<file path="config.mk">
export PLATFORM = sky130hd
export DESIGN_NAME = cadc_bus_initiator
export DESIGN_NICKNAME = d
export VERILOG_FILES = /design/src/rtl/cadc_bus_initiator.sv
export SDC_FILE = /design/constraint.sdc
export NUM_CORES = 1
export LEC_CHECK = 0
export ABC_AREA = 1
export CAP_MARGIN = 20
export CORE_MARGIN = 4
export CORE_UTILIZATION = 40
export DETAILED_ROUTE_END_ITERATION = 12
export PLACE_DENSITY = 0.69
export SLEW_MARGIN = 0
export SYNTH_ARGS = -nofsm -noshare
export SYNTH_HDL_FRONTEND = slang
export SYNTH_SLANG_ARGS = --single-unit
</file>
<file path="constraint.sdc">
create_clock -name clk -period 3.1 [get_ports clk]
set_input_delay 0.31 -clock clk [delete_from_list [all_inputs] [get_ports clk]]
set_output_delay 0.31 -clock clk [all_outputs]
set_load 0.02 [all_outputs]
</file>
<file path="src/rtl/cadc_bus_initiator.sv">
// Host-side initiator for the CADC 20-bit processor bus: expands LOAD/STORE/READ
// commands into timed bus cycles and returns one response word per command.
module cadc_bus_initiator #(
  parameter int unsigned   DW        = 20,
  parameter int unsigned   AW        = 20,
  parameter int unsigned   RD_LAT    = 1,
  parameter logic [AW-1:0] IDLE_ADDR = {AW{1'b1}}
) (
  input  logic          clk,
  input  logic          rst_n,
  input  logic          cmd_valid,
  output logic          cmd_ready,
  input  logic [1:0]    cmd_kind,
  input  logic [2:0]    cmd_op,
  input  logic [DW-1:0] cmd_a,
  input  logic [DW-1:0] cmd_b,
  input  logic [6:0]    cmd_addr,
  output logic [AW-1:0] bus_addr,
  output logic [DW-1:0] bus_wdata,
  input  logic [DW-1:0] bus_rdata,
  output logic          rsp_valid,
  input  logic          rsp_ready,
  output logic [DW-1:0] rsp_data,
  output logic          rsp_err,
  output logic          busy,
  output logic [15:0]   txn_count
);

  localparam int unsigned CW = 3;

  typedef enum logic [2:0] {
    IDLE, WR_OP, WR_A, WR_B, WR_ST, RD_ADDR, RD_WAIT, RSP
  } state_t;

  state_t        state_q, state_d;
  logic [DW-1:0] a_q, b_q;
  logic [6:0]    addr_q;
  logic [CW-1:0] cnt_q, cnt_d;
  logic [AW-1:0] bus_addr_d;
  logic [DW-1:0] bus_wdata_d, rsp_data_d;
  logic          rsp_err_d;
  logic [15:0]   txn_count_d;
  logic          accept, rsp_hs;

  assign accept = (state_q == IDLE) && cmd_valid;
  assign rsp_hs = (state_q == RSP) && rsp_ready;

  // State register
  always_ff @(posedge clk or negedge rst_n) begin
    if (!rst_n) state_q <= IDLE;
    else        state_q <= state_d;
  end

  // Next-state logic
  always_comb begin
    state_d = state_q;
    case (state_q)
      IDLE: begin
        if (cmd_valid) begin
          case (cmd_kind)
            2'b00:   state_d = WR_OP;
            2'b01:   state_d = WR_ST;
            2'b10:   state_d = RD_ADDR;
            default: state_d = RSP;
          endcase
        end
      end
      WR_OP:   state_d = WR_A;
      WR_A:    state_d = WR_B;
      WR_B:    state_d = RSP;
      WR_ST:   state_d = RSP;
      RD_ADDR: state_d = RD_WAIT;
      RD_WAIT: if (cnt_q == '0) state_d = RSP;
      RSP:     if (rsp_ready) state_d = IDLE;
      default: state_d = IDLE;
    endcase
  end

  // Output logic: bus values are a function of the state being entered
  always_comb begin
    bus_addr_d  = IDLE_ADDR;
    bus_wdata_d = '0;
    cnt_d       = cnt_q;
    rsp_data_d  = rsp_data;
    rsp_err_d   = rsp_err;
    txn_count_d = txn_count;
    case (state_d)
      WR_OP:   begin bus_addr_d = '0;        bus_wdata_d = DW'(cmd_op); end
      WR_A:    begin bus_addr_d = AW'(1);    bus_wdata_d = a_q;         end
      WR_B:    begin bus_addr_d = AW'(2);    bus_wdata_d = b_q;         end
      WR_ST:   begin bus_addr_d = AW'(3);    bus_wdata_d = cmd_a;       end
      RD_ADDR: bus_addr_d = AW'(cmd_addr);
      RD_WAIT: bus_addr_d = AW'(addr_q);
      default: ;
    endcase
    if (state_q == RD_ADDR)
      cnt_d = CW'(RD_LAT - 1);
    else if ((state_q == RD_WAIT) && (cnt_q != '0))
      cnt_d = cnt_q - CW'(1);
    if (accept) begin
      rsp_data_d = '0;
      rsp_err_d  = (cmd_kind == 2'b11);
    end
    if ((state_q == RD_WAIT) && (cnt_q == '0))
      rsp_data_d = bus_rdata;
    if (rsp_hs) begin
      rsp_err_d   = 1'b0;
      txn_count_d = txn_count + 16'd1;
    end
  end

  // Registered outputs and captured command fields
  always_ff @(posedge clk or negedge rst_n) begin
    if (!rst_n) begin
      bus_addr  <= IDLE_ADDR;
      bus_wdata <= '0;
      cmd_ready <= 1'b1;
      rsp_valid <= 1'b0;
      rsp_data  <= '0;
      rsp_err   <= 1'b0;
      busy      <= 1'b0;
      txn_count <= '0;
      cnt_q     <= '0;
      a_q       <= '0;
      b_q       <= '0;
      addr_q    <= '0;
    end else begin
      bus_addr  <= bus_addr_d;
      bus_wdata <= bus_wdata_d;
      cmd_ready <= (state_d == IDLE);
      rsp_valid <= (state_d == RSP);
      rsp_data  <= rsp_data_d;
      rsp_err   <= rsp_err_d;
      busy      <= (state_d != IDLE);
      txn_count <= txn_count_d;
      cnt_q     <= cnt_d;
      if (accept) begin
        a_q    <= cmd_a;
        b_q    <= cmd_b;
        addr_q <= cmd_addr;
      end
    end
  end

endmodule

</file>
Word level (Yosys, flattened, before mapping)
Index checks and enable logic that the tools add are counted.
{ "totals": {"ff_bits": 133, "latch_bits": 0, "mem_bits_rw": 0, "romBits": 0, "in_bits": 76, "wordCells": 59, "memories": 0} }
{ "classes": {"addsub": 2, "n_mul": 0, "div": 0, "n_lt_le_gt_ge": 0, "n_eq_ne": 17, "shift": 0, "muxes": 13, "bitwise": 0, "n_reduce_logical": 14} }
{ "op_table": {"columns": ["cell", "count"], "rows": [
  ["one-hot mux 20 bit (6 select lines)", 1],
  ["one-hot mux 20 bit (4 select lines)", 1],
  ["two-way mux 20 bit", 2],
  ["equality test 3 bit, second input constant", 8],
  ["one-hot mux 3 bit (7 select lines)", 1],
  ["adder 16 x 1 -> 16 bit, second input constant", 1],
  ["two-way mux 3 bit", 5],
  ["equality test 3 x 2 -> 1 bit, second input constant", 4],
  ["logical NOT 3 bit", 3],
  ["one-hot mux 3 bit (3 select lines)", 1],
  ["equality test 3 x 1 -> 1 bit, second input constant", 2],
  ["nonzero test 2 bit", 3],
  ["nonzero test 3 bit", 2],
  ["equality test 2 bit, second input constant", 2],
  ["logical AND 1 bit", 4],
  ["subtractor 3 x 1 -> 3 bit, second input constant", 1],
  ["equality test 2 x 1 -> 1 bit, second input constant", 1],
  ["logical NOT 2 bit", 1],
  ["two-way mux 1 bit", 2],
  ["OR reduction 2 bit", 1]
]} }

Longest topological paths before layout
{ "depth": {"ltp_word": 6, "mapped_depth": 10} }

Worst setup path before layout
No wires, ideal clock.
{ "synth_timing": {"kind": "register -> register", "from": "register txn_count[0]", "to": "register txn_count[14]", "setup_time_ns": 0.117, "arrival_ns": 1.489, "setup_slack_ns": 1.494, "stages_incl_launch_ff": 11, "synth_period_minus_slack_ns": 1.606, "cell_sequence": "dfrtp_1 > ha_1 > nand2_1 > nor2_1 > nand2_1 > nor2_2 > nand3_1 > nor2_2 > nand2_1 > nand2_1 > nand2_1"} }
{ "synth_between": {"elab_chain_cells": 1} }
{ "synth_rtl": {"columns": ["item", "line", "text"], "rows": [
  ["start: declaration", "26", "output logic [15:0] txn_count"],
  ["start signal: assignment", "135", "txn_count <= txn_count_d;"],
  ["adder 16 x 1 -> 16 bit", "108", "txn_count_d = txn_count + 16'd1;"]
]} }
No other way between the ends.
A chain may end at the register's enable or synchronous reset.

Worst setup path after layout
{ "layout_timing": {"from": "register cnt_q[0]", "to": "register bus_addr[0]"} }
{ "layout_between": {"elab_chain_cells": 5} }
{ "layout_rtl": {"columns": ["item", "line", "text"], "rows": [
  ["start: declaration", "38", "logic [CW-1:0] cnt_q, cnt_d;"],
  ["start signal: assignment", "136", "cnt_q <= cnt_d;"],
  ["logical NOT 3 bit (*)", "73", "RD_WAIT: if (cnt_q == '0) state_d = RSP;"],
  ["two-way mux 3 bit (*)", "73", null],
  ["one-hot mux 3 bit (7 select lines) (*)", "57", "case (state_q)"],
  ["equality test 3 bit (tied with other cells)", "87", "case (state_d)"],
  ["one-hot mux 20 bit (6 select lines) (*)", "87", null],
  ["net bus_addr_d[0]", "39", "logic [AW-1:0] bus_addr_d;"],
  ["end signal: assignment", "128", "bus_addr <= bus_addr_d;"],
  ["end: declaration", "18", "output logic [AW-1:0] bus_addr,"]
]} }
The timed path passes the listed nets; every way through them passes the cells marked *.

==> flow_metrics.env <==
export IMPL_status="complete, no violations"
export IMPL_finalCritPeriodShare=0.7501
export IMPL_worstSetupEndpoint="bus_addr[0]$_DFF_PN1_"
export IMPL_cts_tree="built"
export IMPL_yosysSeqAreaShare=0.5764
export IMPL_drv_slew=0
export IMPL_hold_viol=0
export IMPL_vias_per_cell=4.863
export IMPL_die_h_um=122.8
export IMPL_r2r_end="bus_addr[0]$_DFF_PN1_"
export IMPL_fillCellCount=1074
export IMPL_pwr_share_clk=0.263
export IMPL_synth_compound_area_frac=0.06217
export IMPL_drc_errors=0
export IMPL_synth_cells=597
export IMPL_cap_violations=0
export IMPL_cts_buffers_inserted=17
export IMPL_grt_max_degree=71
export IMPL_die_w_um=122.8
export IMPL_cp_end_kind="flop"
export IMPL_clock_sinks=121
export IMPL_max_slew_margin=0.4049
export IMPL_synthMuxAreaShare=0
export IMPL_synthesis_area_um2=5273
export IMPL_routed_wl_um=13810
export IMPL_ys_types=29
export IMPL_synth_avg_cell_area_um2=8.832
export IMPL_r2r_start="cnt_q[0]$_DFFE_PN0P_"
export IMPL_io_buffer_count=155
export IMPL_skew_ns=0.006108
export IMPL_crit_type="flop to flop"
export IMPL_num_vias=4508
export IMPL_synthSimpleGateAreaFrac=0.2589
export IMPL_ff2ff_path_depth=10
export IMPL_clockBufferDepth=2
export IMPL_diodes=0
export IMPL_first_global_vias=4583
export IMPL_power_density_nw_per_um2=994.7
export IMPL_syn2layout_area_growth_pct=42.62
export IMPL_critPathArrivalTime_ns=2.64
export IMPL_antenna_found_initial=0
export IMPL_netSwitchingPower_mw=2.699
export IMPL_hpwl_um=9692
export IMPL_h_tree_depth=4
export IMPL_p_comb_frac=0.381
export IMPL_core_area_um2=12770
export IMPL_synthAdderAreaFrac=0.007119
export IMPL_cts_root_buffer="clkbuf_16"
export IMPL_internal_power_mw=4.781
export IMPL_final_cell_mix="nand2_1, clkdlybuf4s50_1, dfrtp_1"
export IMPL_critPathMaxFanout=22
export IMPL_gp_congestion=0.8806
export IMPL_ant_nets=0
export IMPL_ff2ff_setup_slack_ns=0.77
export IMPL_rows=41
export IMPL_synth_ff_latch_count=121
export IMPL_rsz0062_at_grt="false"
export IMPL_grt_pass1_wl_um=22480
export IMPL_worst_hold_path_type="input port to async pin"
export IMPL_fin_setup_tns_ns=0
export IMPL_synth_top_family_by_area="simple AND/OR/NAND/NOR gates"
export IMPL_grt_use_total=0.1928
export IMPL_dr_pass1_iters=5
export IMPL_drt_initial_drc_count=315
export IMPL_cts_resized=0
export IMPL_insertion_delay_ns=0.41
export IMPL_seqPwrFrac=0.356
export IMPL_post_cts_buffers=0
export IMPL_clk_pin_slew_worst_paths_ns=0.05
export IMPL_synth_xor_area_frac=0.01993
export IMPL_finalSetupViolations=0
export IMPL_fmax_ghz=0.4300
export IMPL_start_util=0.4128
export IMPL_critical_path_required_ns=3.42
export IMPL_crit_path_start="cnt_q[0]$_DFFE_PN0P_"
export IMPL_wl_per_cell_um=14.90
export IMPL_period_needed_ns=2.325
export IMPL_syn_num_nets=676
export IMPL_critPathLaunchType="flop"
export IMPL_worst_pin_slew_ns=0.8926
export IMPL_grt_ovfl_total=0
export IMPL_layout_drive_gt1_share=0.09536
export IMPL_cellLeakagePower_nw=3.580
export IMPL_whs_ns=0.008336
export IMPL_io_pins=156
export IMPL_synth_warnings=0
export IMPL_peakVddDrop_mv=0.4865
export IMPL_dieArea_um2=15080
export IMPL_switching_share=0.3608
export IMPL_layout_commonest_cell="nand2_1"
export IMPL_final_nets=821
export IMPL_ctsHoldBuffers=0
==> cell type report <==
type / instances / area [µm²] / share of cell area
flip-flops and latches: 121 / 3039 / 0.4042
multi-input cells: 386 / 1843 / 0.2451
repair buffers: 163 / 1622 / 0.2156
clock buffers: 24 / 511.7 / 0.06805
well taps: 172 / 215.2 / 0.02862
inverters: 53 / 198.9 / 0.02646
clock inverters: 8 / 90.09 / 0.01198
==> power groups by stage <==
stage	sequential, mW	clock [mW]	combinational, mW
after detailed placement	2.67	0	2.88
after CTS	2.66	2.00	2.89
after global routing	2.74	2.08	3.13
after floorplan	3.01	0	1.30
final	2.66	1.97	2.85
after global placement	2.66	0	2.79
==> registers in the layout (all words and copies together), names as in the netlist <==
name and count:
a_q 20, addr_q 7, b_q 20, bus_addr 8
bus_wdata 20, busy 1, cmd_ready 1, cnt_q 3
rsp_data 20, rsp_err 1, rsp_valid 1, state_q 3
txn_count 16
==> synthesized netlist by cell type <==
cell type / instances / area (µm²)
buf_6: 1 / 11.26
a21oi_1: 1 / 5.000
nor2_2: 4 / 25.02
buf_1: 1 / 3.750
nor2_1: 18 / 67.56
inv_1: 50 / 187.7
buf_2: 6 / 30.03
dfrtp_1: 112 / 2803
o21ai_0: 24 / 120.1
ha_1: 3 / 37.54
o21ai_2: 1 / 8.760
nand3_4: 1 / 17.52
inv_2: 3 / 11.26
nor3_1: 6 / 30.03
o211ai_2: 6 / 75.07
xnor2_1: 2 / 17.52
clkbuf_1: 17 / 63.81
buf_4: 12 / 90.09
nand4_1: 9 / 56.30
nand2_2: 3 / 18.77
nand3_1: 64 / 320.3
xor2_1: 10 / 87.58
o41ai_1: 1 / 8.760
nor2_4: 2 / 22.52
o211ai_1: 11 / 82.58
nand2_1: 215 / 807.0
o21ai_1: 3 / 15.01
o22ai_1: 2 / 12.51
dfstp_2: 9 / 236.5
==> stage by stage <==
step | instances | utilization | power, mW | setup slack, ns | area (µm²)
3_5_place_dp | 895 | 0.5416 | 5.543 | 0.7416 | 6918
3_3_place_gp | 895 | 0.5416 | 5.450 | 0.8700 | 6918
2_1_floorplan | 597 | - | 4.302 | 1.494 | 5273
6_report | 927 | 0.5887 | 7.480 | 0.7747 | 7520
4_1_cts | 927 | 0.5887 | 7.551 | 0.7348 | 7520
5_1_grt | 927 | 0.5887 | 7.943 | 0.5374 | 7520
==> per-layer routing <==
layer,track usage,wire length [µm]
met1,0.2456,5817
met2,0.3150,6869
met3,0.04793,883
met4,0.07838,237
met5,0,0
==> cell families (layout without fill, tap and decap cells) <==
group | count (synthesis) | count (layout)
XOR/XNOR | 12 | 12
AND/OR/NAND/NOR | 322 | 322
adder cells (fa/ha/maj) | 3 | 3
buffers and inverters | 90 | 248
flip-flops | 121 | 121
AO/OA/AOI/OAI | 49 | 49
==> worst min path at each step <==
stage	end	slack, ns	depth (start not counted)
detailed placement	b_q[19]$_DFFE_PN0P_	0.46	2
global route	b_q[14]$_DFFE_PN0P_	0.09	1
finish	b_q[14]$_DFFE_PN0P_	0.008	1
floorplan	a_q[0]$_DFFE_PN0P_	0.01	0
global placement	addr_q[2]$_DFFE_PN0P_	0.45	2
CTS	b_q[14]$_DFFE_PN0P_	0.05	1
==> critical path, cell delays in order (launching register included) <==
cell,delay [ns]
dfrtp_1,0.39
inv_1,0.06
ha_1,0.15
ha_1,0.64
nand2_1,0.17
nand2_1,0.12
nand2_2,0.15
nand3_4,0.27
nand2_1,0.09
nor2_1,0.09
nand3_1,0.08
No activity file was read; power rests on OpenSTA's default activity.
